--- config.mk ---
export PLATFORM = sky130hd
export DESIGN_NAME = if_fetch_unit
export DESIGN_NICKNAME = d
export VERILOG_FILES = /design/src/rtl/if_fetch_unit.sv
export SDC_FILE = /design/constraint.sdc
export NUM_CORES = 1
export LEC_CHECK = 0
export ABC_AREA = 0
export ABC_CLOCK_PERIOD_IN_PS = 3450
export CORE_MARGIN = 4
export CORE_UTILIZATION = 23
export CTS_CLUSTER_DIAMETER = 30
export DETAILED_ROUTE_END_ITERATION = 10
export REMOVE_ABC_BUFFERS = 1
export SKIP_CTS_REPAIR_TIMING = 1
export SLEW_MARGIN = 20
export SYNTH_ARGS = -nofsm -noshare
export SYNTH_HDL_FRONTEND = slang
export SYNTH_SLANG_ARGS = --single-unit
--- constraint.sdc ---
create_clock -name clk -period 3.45 [get_ports clk]
set_clock_uncertainty 0.1 [all_clocks]
set_input_delay 0.5175 -clock clk [delete_from_list [all_inputs] [get_ports clk]]
set_output_delay 0.5175 -clock clk [all_outputs]
set_load 0.01 [all_outputs]
--- src/rtl/if_fetch_unit.sv ---
// rtl/if_fetch_unit.sv - instruction fetch stage: PC, imem request, fetch FIFO
//
// Purpose:
//   Owns the fetch PC and issues one-word requests to instruction memory
//   over a req/gnt/rvalid handshake with variable latency. Returned words
//   are buffered with their PCs in a small FIFO whose head drives the
//   IF/ID register. Handles downstream stall and branch/jump redirect,
//   and discards wrong-path responses.
//
// Ports:
//   clk, reset            clock, synchronous active-high reset
//   stall                 downstream cannot advance; FIFO head is held
//   redirect, redirect_pc taken branch/jump; flush and refetch from redirect_pc
//   imem_req, imem_addr   fetch request and its word address
//   imem_gnt              memory accepts the request this cycle
//   imem_rvalid/rdata     in-order response word
//   code, pc, valid       instruction, its PC and valid flag towards IF/ID

module if_fetch_unit #(
    parameter logic [31:0] RESET_PC = 32'h0000_0000,
    parameter int          FQ_DEPTH = 4
) (
    input  logic        clk,
    input  logic        reset,
    input  logic        stall,
    input  logic        redirect,
    input  logic [31:0] redirect_pc,
    output logic        imem_req,
    output logic [31:0] imem_addr,
    input  logic        imem_gnt,
    input  logic        imem_rvalid,
    input  logic [31:0] imem_rdata,
    output logic [31:0] code,
    output logic [31:0] pc,
    output logic        valid
);

    localparam int PTR_W = $clog2(FQ_DEPTH);
    localparam int CNT_W = PTR_W + 1;
    localparam logic [CNT_W:0] DEPTH_L = (CNT_W + 1)'(FQ_DEPTH);

    logic [31:0]      fetch_pc_q, fetch_pc_d;
    logic [31:0]      req_pc_q,   req_pc_d;
    logic             outst_q,    outst_d;
    logic             drop_q,     drop_d;
    logic [PTR_W-1:0] wr_ptr_q,   wr_ptr_d;
    logic [PTR_W-1:0] rd_ptr_q,   rd_ptr_d;
    logic [CNT_W-1:0] count_q,    count_d;

    logic [31:0] fq_pc_q   [FQ_DEPTH];
    logic [31:0] fq_code_q [FQ_DEPTH];

    logic           grant;
    logic           resp;
    logic           push;
    logic           pop;
    logic [CNT_W:0] inflight;
    logic           unused_rpc_lsbs;

    assign unused_rpc_lsbs = ^redirect_pc[1:0];

    // An outstanding request already owns a FIFO slot, so it counts
    // against the credit; this is what makes overflow impossible.
    assign inflight = (CNT_W + 1)'(count_q) + (CNT_W + 1)'(outst_q);

    // A new request may overlap the cycle in which the previous one returns.
    assign imem_req  = !reset && !redirect && (!outst_q || imem_rvalid) && (inflight < DEPTH_L);
    assign imem_addr = fetch_pc_q;

    assign grant = imem_req && imem_gnt;
    assign resp  = imem_rvalid && outst_q;
    assign push  = resp && !drop_q && !redirect;
    assign valid = (count_q != '0);
    assign pop   = valid && !stall && !redirect;

    assign code = valid ? fq_code_q[rd_ptr_q] : 32'h0;
    assign pc   = valid ? fq_pc_q[rd_ptr_q]   : 32'h0;

    always_comb begin
        fetch_pc_d = fetch_pc_q;
        req_pc_d   = req_pc_q;
        outst_d    = outst_q;
        drop_d     = drop_q;
        wr_ptr_d   = wr_ptr_q;
        rd_ptr_d   = rd_ptr_q;
        count_d    = count_q;

        if (redirect) begin
            fetch_pc_d = {redirect_pc[31:2], 2'b00};
            wr_ptr_d   = '0;
            rd_ptr_d   = '0;
            count_d    = '0;
            if (outst_q) begin
                if (imem_rvalid) begin
                    // The wrong-path word is arriving right now; just discard it.
                    outst_d = 1'b0;
                    drop_d  = 1'b0;
                end else begin
                    // Keep the slot busy until the stale word comes back.
                    drop_d = 1'b1;
                end
            end
        end else begin
            if (grant) begin
                req_pc_d   = fetch_pc_q;
                fetch_pc_d = fetch_pc_q + 32'd4;
                outst_d    = 1'b1;
            end else if (resp) begin
                outst_d = 1'b0;
            end

            if (resp && drop_q) begin
                drop_d = 1'b0;
            end

            if (push) begin
                wr_ptr_d = wr_ptr_q + PTR_W'(1);
            end
            if (pop) begin
                rd_ptr_d = rd_ptr_q + PTR_W'(1);
            end

            case ({push, pop})
                2'b10:   count_d = count_q + CNT_W'(1);
                2'b01:   count_d = count_q - CNT_W'(1);
                default: count_d = count_q;
            endcase
        end
    end

    always_ff @(posedge clk) begin
        if (reset) begin
            fetch_pc_q <= RESET_PC;
            req_pc_q   <= RESET_PC;
            outst_q    <= 1'b0;
            drop_q     <= 1'b0;
            wr_ptr_q   <= '0;
            rd_ptr_q   <= '0;
            count_q    <= '0;
        end else begin
            fetch_pc_q <= fetch_pc_d;
            req_pc_q   <= req_pc_d;
            outst_q    <= outst_d;
            drop_q     <= drop_d;
            wr_ptr_q   <= wr_ptr_d;
            rd_ptr_q   <= rd_ptr_d;
            count_q    <= count_d;
        end
    end

    // Payload storage needs no reset: entries are only visible through count_q.
    always_ff @(posedge clk) begin
        if (!reset && push) begin
            fq_pc_q[wr_ptr_q]   <= req_pc_q;
            fq_code_q[wr_ptr_q] <= imem_rdata;
        end
    end

endmodule

==> impl_results.html <==
<table>
<tr><th>Metric</th><th>Value</th></tr>
<tr><th colspan="2">Run status</th></tr>
<tr><td>Status</td><td>completed</td></tr>
<tr><th colspan="2">Timing</th></tr>
<tr><td>Final worst-path cycle share</td><td>94.23%</td></tr>
<tr><td>Slew margin rel.</td><td>52.76%</td></tr>
<tr><td>Setup WS post-layout</td><td>about 0.20 ns</td></tr>
<tr><td>Final Hold Violating Endpoints</td><td>0</td></tr>
<tr><td>Actual slew at the worst max-slew pin</td><td>0.7061 ns</td></tr>
<tr><td>Maximum frequency from static timing analysis</td><td>307.6 MHz</td></tr>
<tr><td>Count of final max-slew check failures</td><td>0</td></tr>
<tr><td>Final setup violation count</td><td>0</td></tr>
<tr><td>Setup repair after global routing missed its margin</td><td>false</td></tr>
<tr><td>Period minus WS final</td><td>3.251 ns</td></tr>
<tr><th colspan="2">Routing</th></tr>
<tr><td>DRC violation count after routing</td><td>0</td></tr>
<tr><td>Number of vias after detailed routing</td><td>7787</td></tr>
<tr><td>WL per Instance</td><td>18.42 um</td></tr>
<tr><td>Pre-Repair DR Iteration Count</td><td>5</td></tr>
<tr><td>Average via count per standard cell</td><td>4.281</td></tr>
<tr><td>Detailed Route WL</td><td>33510 um</td></tr>
<tr><td>Violation count after the first detailed-route iteration</td><td>slightly below 500</td></tr>
<tr><td>Count of antenna-violating nets left after detailed routing</td><td>0</td></tr>
<tr><th colspan="2">Setup path</th></tr>
<tr><td>Type of the worst setup path</td><td>reg -&gt; out</td></tr>
<tr><td>Crit-path slowest cell</td><td>sky130_fd_sc_hd__mux4_2</td></tr>
<tr><td>Startpoint Class</td><td>flip-flop</td></tr>
<tr><td>Required time of the worst setup path</td><td>2.83 ns</td></tr>
<tr><td>Arrival time at the worst endpoint</td><td>2.63 ns</td></tr>
<tr><td>Kind of capture point of the worst setup path</td><td>output pin</td></tr>
<tr><td>Reg-to-reg slack, setup</td><td>between 1 and 1.5 ns</td></tr>
<tr><td>Cell-by-cell trace of the critical path</td><td>buf_4, mux4_2, nor2b_1, clkdlybuf4s50_1</td></tr>
<tr><td>Maximum cell stage delay along the critical path</td><td>between 0.5 and 0.6 ns</td></tr>
<tr><td>Crit Path Max Fanout</td><td>13</td></tr>
<tr><th colspan="2">Die</th></tr>
<tr><td>Number of standard-cell rows in the floorplan</td><td>85</td></tr>
<tr><td>Die ar.</td><td>59180 sq um</td></tr>
<tr><td>Initial core utilization</td><td>23.43%</td></tr>
<tr><td>Chip Height</td><td>243.3 um</td></tr>
<tr><td>I/O pin count</td><td>168</td></tr>
<tr><td>Die W</td><td>243.3 um</td></tr>
<tr><td>Placeable core region</td><td>54350 sq um</td></tr>
<tr><th colspan="2">Synthesis</th></tr>
<tr><td>Sequential element share of the synthesized area</td><td>69.66%</td></tr>
<tr><td>Synthesized area divided by synthesized cell count</td><td>15.64 sq um</td></tr>
<tr><td>Number of instances in the synthesized netlist</td><td>814</td></tr>
<tr><td>Number of flops mapped to enable cells by yosys</td><td>approximately 250</td></tr>
<tr><td>Total of warnings raised by yosys</td><td>0</td></tr>
<tr><td>Synth Register Bits</td><td>319</td></tr>
<tr><td>Distinct cells, synth</td><td>53</td></tr>
<tr><td>Async SR Flop Fraction</td><td>0%</td></tr>
<tr><td>Post-synth top flop</td><td>sky130_fd_sc_hd__edfxtp_1</td></tr>
<tr><td>Synth Cell Area</td><td>12730 sq um</td></tr>
<tr><th colspan="2">Cells and area</th></tr>
<tr><td>Post-Layout Cell Count</td><td>1819</td></tr>
<tr><td>Final core occ</td><td>32.68%</td></tr>
<tr><td># diodes</td><td>0</td></tr>
<tr><td>Share of cells above drive strength 1</td><td>a little over a fifth</td></tr>
<tr><td>Synthesis-to-layout area growth</td><td>39.51%</td></tr>
<tr><td>Number of fillers in the final layout</td><td>5284</td></tr>
<tr><td>Final-stage net count</td><td>1106</td></tr>
<tr><th colspan="2">Power</th></tr>
<tr><td>Maximum VDD drop</td><td>302.4 uV</td></tr>
<tr><td>Standby leakage power</td><td>~5.6 nW</td></tr>
<tr><td>Pwr/cell area</td><td>617.3 nW/um^2</td></tr>
<tr><td>Final total power</td><td>0.01096 W</td></tr>
<tr><th colspan="2">Clocking</th></tr>
<tr><td>Worst-skew pair later-pin latency</td><td>0.56 ns</td></tr>
<tr><td>Clock transition at the register clock pins on the worst setup and hold paths after CTS</td><td>0.04 ns</td></tr>
<tr><td>Level count of the clock H-tree</td><td>3</td></tr>
<tr><td>Clock root buffer</td><td>sky130_fd_sc_hd__clkbuf_16</td></tr>
<tr><td>Number of buffers inserted during clock tree synthesis</td><td>between 60 and 70</td></tr>
<tr><td>TritonCTS clock tree</td><td>built</td></tr>
<tr><td>Clock Sinks</td><td>roughly 320</td></tr>
<tr><td>Buffers from clock root to sink, at most</td><td>3</td></tr>
<tr><th colspan="2">Placed design</th></tr>
<tr><td>Half-perimeter wire length after detailed placement</td><td>21500 um</td></tr>
<tr><td>Port Buffers</td><td>between 150 and 200</td></tr>
<tr><td>Final weighted congestion in routability-driven placement</td><td>0.7661</td></tr>
<tr><td>Number of placed instances with taps included</td><td>1697</td></tr>
<tr><td>Worst-case setup slack after placement</td><td>0.3442 ns</td></tr>
<tr><th colspan="2">Global route</th></tr>
<tr><td>Overall track demand over capacity in global routing</td><td>between 10 and 15%</td></tr>
<tr><td>Number of antenna violations at the first check in global routing</td><td>0</td></tr>
<tr><td>Wire length of the first global-routing pass</td><td>50300 um</td></tr>
<tr><td>Number of global-route vias before repair</td><td>just over 8000</td></tr>
<tr><td>Largest net degree at the start of global routing</td><td>between 60 and 70</td></tr>
<tr><td>Global-route congestion overflow total</td><td>0</td></tr>
<tr><th colspan="2">Flow run</th></tr>
<tr><td>Maximum Capacitance Violations</td><td>0</td></tr>
<tr><th colspan="2">Hold path</th></tr>
<tr><td>Worst min-delay path category</td><td>in -&gt; reg</td></tr>
</table>
## placed cells by master, fill, tap and decap left out, types with 3 or more instances in the layout
| master | Yosys | final |
|---|---|---|
| sky130_fd_sc_hd__nand3_2 | 4 | 4 |
| sky130_fd_sc_hd__clkbuf_8 | 0 | 3 |
| sky130_fd_sc_hd__buf_4 | 6 | 18 |
| sky130_fd_sc_hd__nor2_1 | 23 | 23 |
| sky130_fd_sc_hd__and3_1 | 10 | 6 |
| sky130_fd_sc_hd__edfxtp_1 | 248 | 248 |
| sky130_fd_sc_hd__clkinvlp_4 | 0 | 6 |
| sky130_fd_sc_hd__nand2_1 | 90 | 90 |
| sky130_fd_sc_hd__o211ai_1 | 4 | 4 |
| sky130_fd_sc_hd__a21oi_1 | 52 | 52 |
| sky130_fd_sc_hd__a31oi_1 | 9 | 9 |
| sky130_fd_sc_hd__nand4_1 | 7 | 7 |
| sky130_fd_sc_hd__conb_1 | 1 | 4 |
| sky130_fd_sc_hd__dfxtp_1 | 71 | 69 |
| sky130_fd_sc_hd__o21ai_0 | 11 | 11 |
| sky130_fd_sc_hd__ha_1 | 6 | 6 |
| sky130_fd_sc_hd__clkdlybuf4s50_1 | 0 | 160 |
| sky130_fd_sc_hd__and2_1 | 5 | 5 |
| sky130_fd_sc_hd__buf_12 | 0 | 12 |
| sky130_fd_sc_hd__mux2_2 | 4 | 4 |
| sky130_fd_sc_hd__nor3_1 | 9 | 8 |
| sky130_fd_sc_hd__clkinv_1 | 0 | 3 |
| sky130_fd_sc_hd__mux4_2 | 62 | 62 |
| sky130_fd_sc_hd__nor4_2 | 4 | 4 |
| sky130_fd_sc_hd__bufinv_16 | 0 | 8 |
| sky130_fd_sc_hd__and4_1 | 3 | 3 |
| sky130_fd_sc_hd__nor2b_1 | 62 | 62 |
| sky130_fd_sc_hd__a211oi_1 | 5 | 5 |
| sky130_fd_sc_hd__xnor2_1 | 11 | 11 |
| sky130_fd_sc_hd__and3_4 | 0 | 4 |
| sky130_fd_sc_hd__or3_1 | 5 | 5 |
| sky130_fd_sc_hd__clkinv_2 | 0 | 16 |
| sky130_fd_sc_hd__nand3_1 | 12 | 12 |
| sky130_fd_sc_hd__xor2_1 | 3 | 3 |
| sky130_fd_sc_hd__clkbuf_1 | 27 | 10 |
| sky130_fd_sc_hd__clkbuf_16 | 0 | 72 |
| sky130_fd_sc_hd__inv_1 | 13 | 13 |
## registers in the layout (all words and copies together) (netlist names), named ones only
register	count
imem_addr	30
fq_pc_q	120
drop_q	1
rd_ptr_q	2
outst_q	1
wr_ptr_q	2
fq_code_q	128
req_pc_q	30
count_q	3
## cells by family (layout without fill, tap and decap cells)
group           after synthesis  count (layout)  share of synthesized area (%)
flops                       319             319                          69.66
compound gates               98              98                          4.560
fa+ha+maj                     7               7                         0.7469
xor+xnor                     14              14                         0.9632
simple gates                246             246                          10.42
buf+inv                      63             326                          2.300
other cells                   1               4                        0.02946
mux                          66              66                          11.32
## per-layer routing
metal | global-route usage, % | routed length [um]
met1 | 14.55 | 15110
met2 | 17.44 | 15360
met3 | 3.342 | 2167
met4 | 4.566 | 867
met5 | 0 | 0
## metrics by stage
step	instance area, sq um	TNS, ns	hold slack [ns]
after floorplan	12500	-76.07	0.3576
after global placement	15450	0	0.3762
after detailed placement	15450	0	0.3873
after CTS	17760	0	0.3074
after global routing	17760	0	0.3529
final	17760	0	0.3497
## cell usage after synthesis (all sizes together) (4+ instances only)
cell    number  area (sq um)
dfxtp       71          1421
or3          5         31.28
nor2        23         86.33
nor3         9         45.04
a21oi       52         260.3
a211oi       5         37.54
and2         5         31.28
mux4        62          1396
o21ai       12         60.05
mux2         4         45.04
nor4         6         62.56
nor2b       62         387.9
and3        11         70.07
nand3       16         100.1
buf         23         142.6
a31oi        9         56.30
nand2       90         337.8
clkbuf      27         101.4
inv         13         48.80
ha           6         75.07
nand4        7         43.79
xnor2       11         96.34
o211ai       5         42.54
edfxtp     248          7447
## path summary, 6_finish.rpt
check	to	start	depth (start not counted)
setup / recovery	pc[8]	flip-flop	4
hold / removal	imem_addr[2]	reset	3
setup reg to reg	count_q[2]	count_q[2]	8
hold reg to reg	req_pc_q[28]	req_pc_q[28]	2
## power breakdown
part	internal [W]	switching [W]	leakage [nW]
clock	0.00444	0.00201	1.13
sequential	0.00416	0.0000548	2.83
combinational	0.000154	0.000146	1.69
## final cells by class
class / count / area, sq um / share of cell area [%]
inverters: 13 / 48.80 / 0.2747
multi-input cells: 435 / 3618 / 20.37
clock buffers: 85 / 1881 / 10.59
flip-flops and latches: 319 / 8876 / 49.98
repair buffers: 191 / 1982 / 11.16
well taps: 739 / 924.6 / 5.206
clock inverters: 37 / 430.4 / 2.423
## worst max-delay path, delay by kind of cell (launching register included)
kind / cells / cell delay (ns)
and+or+nand+nor: 1 / 0.15
muxes: 1 / 0.56
buffers and inverters: 2 / 0.85
DFF: 1 / 0.49
Power figures use the tool's default switching activity.
